--- config.mk ---
export PLATFORM = sky130hd
export DESIGN_NAME = sa_rr_nx1
export DESIGN_NICKNAME = d
export VERILOG_FILES = /design/src/rtl/sa_rr_nx1.sv
export SDC_FILE = /design/constraint.sdc
export NUM_CORES = 1
export LEC_CHECK = 0
export CORE_MARGIN = 4
export CORE_UTILIZATION = 40
export DETAILED_ROUTE_END_ITERATION = 8
export PLACE_DENSITY_LB_ADDON = 0.2
export SYNTH_ARGS = -nofsm -noshare
export SYNTH_HDL_FRONTEND = slang
export SYNTH_SLANG_ARGS = --single-unit
--- constraint.sdc ---
create_clock -name clk -period 2.35 [get_ports clk]
set_clock_uncertainty 0.2 [all_clocks]
set_input_delay 0.47 -clock clk [delete_from_list [all_inputs] [get_ports clk]]
set_output_delay 0.47 -clock clk [all_outputs]
set_load 0.05 [all_outputs]
--- src/rtl/sa_rr_nx1.sv ---
// N-requester round-robin switch allocator for one router output port, with
// optional packet locking and an optional beat-count bound on a locked packet.
module sa_rr_nx1 #(
  parameter int N         = 4,
  parameter int LOCK_EN   = 1,
  parameter int MAX_BEATS = 0,
  localparam int IDW      = (N > 1) ? $clog2(N) : 1
) (
  input  logic           clk,
  input  logic           rst,
  input  logic [N-1:0]   req,
  input  logic [N-1:0]   tail,
  input  logic           ack,
  output logic [N-1:0]   grant,
  output logic [IDW-1:0] grant_id,
  output logic           req_any,
  output logic           locked
);

  localparam int BW = (MAX_BEATS < 2) ? 1 : $clog2(MAX_BEATS + 1);

  typedef enum logic {
    IDLE   = 1'b0,
    LOCKED = 1'b1
  } state_t;

  state_t           r_state;
  logic [IDW-1:0]   r_ptr;
  logic [IDW-1:0]   r_owner;
  logic [BW-1:0]    r_beats;

  logic             w_found;
  logic [IDW-1:0]   w_win;
  logic [IDW-1:0]   w_idx;
  logic [IDW-1:0]   w_sel;
  logic             w_xfer;
  logic             w_tail;
  logic             w_beat_limit;
  logic [IDW-1:0]   w_ptr_next;

  // Circular scan starting at the priority pointer; the first hit wins.
  always_comb begin
    w_found = 1'b0;
    w_win   = '0;
    w_idx   = '0;
    for (int k = 0; k < N; k++) begin
      w_idx = IDW'((32'(r_ptr) + 32'(k)) % 32'(N));
      if (!w_found && req[w_idx]) begin
        w_found = 1'b1;
        w_win   = w_idx;
      end
    end
  end

  always_comb begin
    grant = '0;
    if (!rst) begin
      if (r_state == LOCKED)
        grant[r_owner] = ack & req[r_owner];
      else if (w_found && ack)
        grant[w_win] = 1'b1;
    end
  end

  assign w_sel        = (r_state == LOCKED) ? r_owner : w_win;
  assign w_xfer       = |grant;
  assign w_tail       = tail[w_sel];
  assign grant_id     = w_xfer ? w_sel : '0;
  assign req_any      = |req;
  assign w_ptr_next   = (32'(w_sel) == 32'(N - 1)) ? '0 : w_sel + 1'b1;
  // Beat count after this transfer would reach the bound: release the output.
  assign w_beat_limit = (MAX_BEATS != 0) && ((32'(r_beats) + 32'd1) == 32'(MAX_BEATS));

  // Reset drops the lock indication in the same cycle, not one edge later.
  assign locked = (r_state == LOCKED) && !rst;

  always_ff @(posedge clk) begin
    if (rst) begin
      r_state <= IDLE;
      r_ptr   <= '0;
      r_owner <= '0;
      r_beats <= '0;
    end else if (w_xfer) begin
      if (r_state == IDLE) begin
        if (LOCK_EN == 0 || w_tail || MAX_BEATS == 1) begin
          r_ptr <= w_ptr_next;
        end else begin
          r_state <= LOCKED;
          r_owner <= w_win;
          r_beats <= BW'(1);
        end
      end else begin
        if (w_tail || w_beat_limit) begin
          r_state <= IDLE;
          r_ptr   <= w_ptr_next;
          r_beats <= '0;
        end else begin
          r_beats <= r_beats + 1'b1;
        end
      end
    end
  end

endmodule

==> results.py <==
metrics = {
    "outcome": {
        "status": "finished with violations",
        "violations": "setup timing",
    },
    "setup_path": {
        "cp.buffers_inverters": 1,
        "crit_slowest_cell": "or3_4",
        "cp.arrival_ps": 1980,
        "end_kind": "output port",
        "cp_max_fo": 4,
        "cp_data_required_time_ps": 1680,
        "crit_chain": "nand2b_1 -> a21oi_2 -> or3_4 -> a31oi_4 -> nor2_2 -> o21a_4 -> or2_4 -> buf_8",
        "critPathKind": "flip-flop to output port",
        "crit_family": "simple AND/OR/NAND/NOR gates",
        "rr_worst_depth": 9,
        "start_kind": "flip-flop",
        "cp.depth": 8,
        "slowest_delay_ps": 410,
    },
    "logic_synthesis": {
        "async_flop_share": 0,
        "ys_seq_area_frac": 0.1720,
        "synthCells": 85,
        "synth_top_cell_by_area": "dfxtp_1",
        "yosysTopAreaCellShare": 0.1720,
        "avgSynthCellArea_um2": 6.845,
        "yosys_register_bits": 5,
        "synth_cell_types": 34,
        "synth_nets": 96,
        "synth_common_cells": "10 x nand2_1, 9 x nor2_1",
        "ys.flop_type": "dfxtp_1",
        "synth_area_um2": 581.8,
        "yosys_warnings": 0,
        "synth-edff-count": 0,
        "yosys-top-cells-area": "dfxtp_1 17%, mux2i_1 8.6%, nand2_1 6.5%",
        "yosysMostFrequentCell": "nand2_1",
    },
    "timing": {
        "period_share": 1.128,
        "finalSetupViolations": 8,
        "worst_pin_slew_ps": 466.1,
        "hold_slack_ps": 394.7,
        "rsz0062_at_grt": "true",
        "fin_ws_ps": -301.3,
        "fin_crit_ps": 2651,
        "drv_slew": 0,
        "maxSlewHeadroom": 0.6888,
        "hold_viol": 0,
        "max_freq_mhz": 377.2,
    },
    "drt": {
        "vias_per_cell": 6.089,
        "drt_iter0_markers": 33,
        "routed_wirelength_um": 2743,
        "dr.pass1.iters": 6,
        "drt-wirelength-per-cell_um": 18.79,
        "via_count": 889,
        "drcViolationCount": 0,
        "ant_nets": 0,
    },
    "die": {
        "core-area_um2": 1334,
        "fp.dieW_um": 46.14,
        "io_pins": 19,
        "die_h_um": 46.14,
        "die_area_um2": 2129,
        "start_util": 0.4362,
        "rows": 13,
    },
    "clock_tree": {
        "hold_buffers": 0,
        "cts.reportedPaths.clkPinSlew_ps": 50,
        "htreeDepth": 1,
        "insertion_delay_ps": 250,
        "cts.sinks": 5,
        "cts_max_path_buffers": 2,
        "root_buffer": "clkbuf_4",
        "cts_tree": "built",
        "cts_made_buffers": 3,
    },
    "global_route": {
        "track_usage": 0.2901,
        "grt_pass1_wl_um": 4284,
        "first_global_vias": 882,
        "grt_max_degree": 10,
        "gr-total-overflow": 0,
        "antenna_found_initial": 0,
    },
    "final_layout": {
        "area_growth_pct": 104.9,
        "nFillCells": 66,
        "stdcell_area_um2": 1192,
        "layout.nets": 143,
        "fin_cells": 146,
        "drive_above_1_share": 0.5573,
        "n_antenna_cell": 0,
    },
    "place": {
        "place_area_um2": 1031,
        "dp_cells": 139,
        "io_buffer_count": 18,
        "gp_congestion": 0.8966,
        "dpl.hpwl_um": 1744,
    },
    "flow_run": {
        "maxCapViolCount": 0,
    },
    "pwr": {
        "seqPwrFrac": 0.206,
        "pwr-share-clk": 0.192,
        "powerDensity_nw_per_um2": 459.5,
        "p_switching_mw": 0.2274,
        "p_int_mw": 0.3205,
        "peakVddDrop_mv": 0.3636,
        "cellLeakagePower_nw": 0.5089,
        "combinationalPowerShare": 0.602,
        "switching_share": 0.4151,
    },
    "min_path": {
        "hold_depth": 2,
        "hold_path_class": "flip-flop to flip-flop",
    },
}
## layer usage
metal / vias up / global-route usage / share of wire
li1: 401 / - / -
met1: 428 / 0.3364 / 0.40
met2: 50 / 0.5000 / 0.50
met3: 10 / 0.03516 / 0.059
met4: 0 / 0.1705 / 0.035
met5: - / 0 / 0
## kinds of logic after synthesis
family | count (synthesis) | share of synthesized area
DFF | 5 | 0.1720
buffers and inverters | 6 | 0.04086
AOI/OAI and AO/OA | 23 | 0.2796
and+or+nand+nor | 44 | 0.3871
xor gates and xnor gates | 1 | 0.01506
muxes | 6 | 0.1054
## flip-flops by register name (all words and copies together) (netlist names)
signal and cells:
r_state 1, r_ptr 2, r_owner 2
## worst min-delay path: stages (launching register included)
cell     delay [ps]
dfxtp_1         320
inv_1           110
o31ai_1         100
## power groups by stage
stage	registers [mW]	clock network [mW]	logic (mW)
final	0.113	0.105	0.330
after global routing	0.113	0.110	0.346
after CTS	0.112	0.104	0.297
after detailed placement	0.110	0	0.267
after global placement	0.110	0	0.259
after floorplan	0.103	0	0.151
## cell usage in the layout (no fill, tap or decap), drive strengths merged, types with 3 or more instances in the layout
| master | n |
|---|---|
| buf | 40 |
| nand2 | 10 |
| nor2 | 9 |
| o21ai | 6 |
| nand2b | 5 |
| mux2i | 5 |
| dfxtp | 5 |
| clkdlybuf4s50 | 4 |
| a21oi | 4 |
| nor2b | 4 |
| nor3 | 4 |
| clkbuf | 3 |
| o21a | 3 |
## worst paths after layout
kind | startpoint | end | slack, ps
worst max register to register | r_ptr[1]$_SDFFE_PP0P_ | r_ptr[0]$_SDFFE_PP0P_ | -80
worst max-delay path | r_ptr[1]$_SDFFE_PP0P_ | grant_id[1] | -300
worst min register to register | r_ptr[0]$_SDFFE_PP0P_ | r_ptr[0]$_SDFFE_PP0P_ | 390
worst min-delay path | r_ptr[0]$_SDFFE_PP0P_ | r_ptr[0]$_SDFFE_PP0P_ | 390
## stage by stage
step	power [mW]	TNS [ps]	worst slack (ps)	utilization
floorplan	0.2546	-271.5	-227.4	-
global placement	0.3693	-5385	-641.2	0.7730
detailed placement	0.3771	-6080	-670.2	0.7730
CTS	0.5129	-944.9	-277.9	0.8659
global route	0.5687	-1469	-368.2	0.8940
finish	0.5479	-1004	-301.3	0.8940
## layout make-up
cell class | instances | area, um^2 | area share
Clock buffer | 3 | 22.52 | 0.01889
Clock inverter | 1 | 5.005 | 0.004197
Inverter | 2 | 7.507 | 0.006296
Multi-Input combinational cell | 74 | 616.8 | 0.5173
Sequential cell | 5 | 103.9 | 0.08709
Tap cell | 15 | 18.77 | 0.01574
Timing Repair Buffer | 46 | 417.9 | 0.3505
## what timing repair did
action	in CTS	in global routing
gates cloned	0	0
resized for setup	41	10
endpoints found under the setup margin	12	11
buffers inserted	3	2
pin swaps	6	3
endpoints found under the hold margin	0	0
No activity file was read; power rests on OpenSTA's default activity.
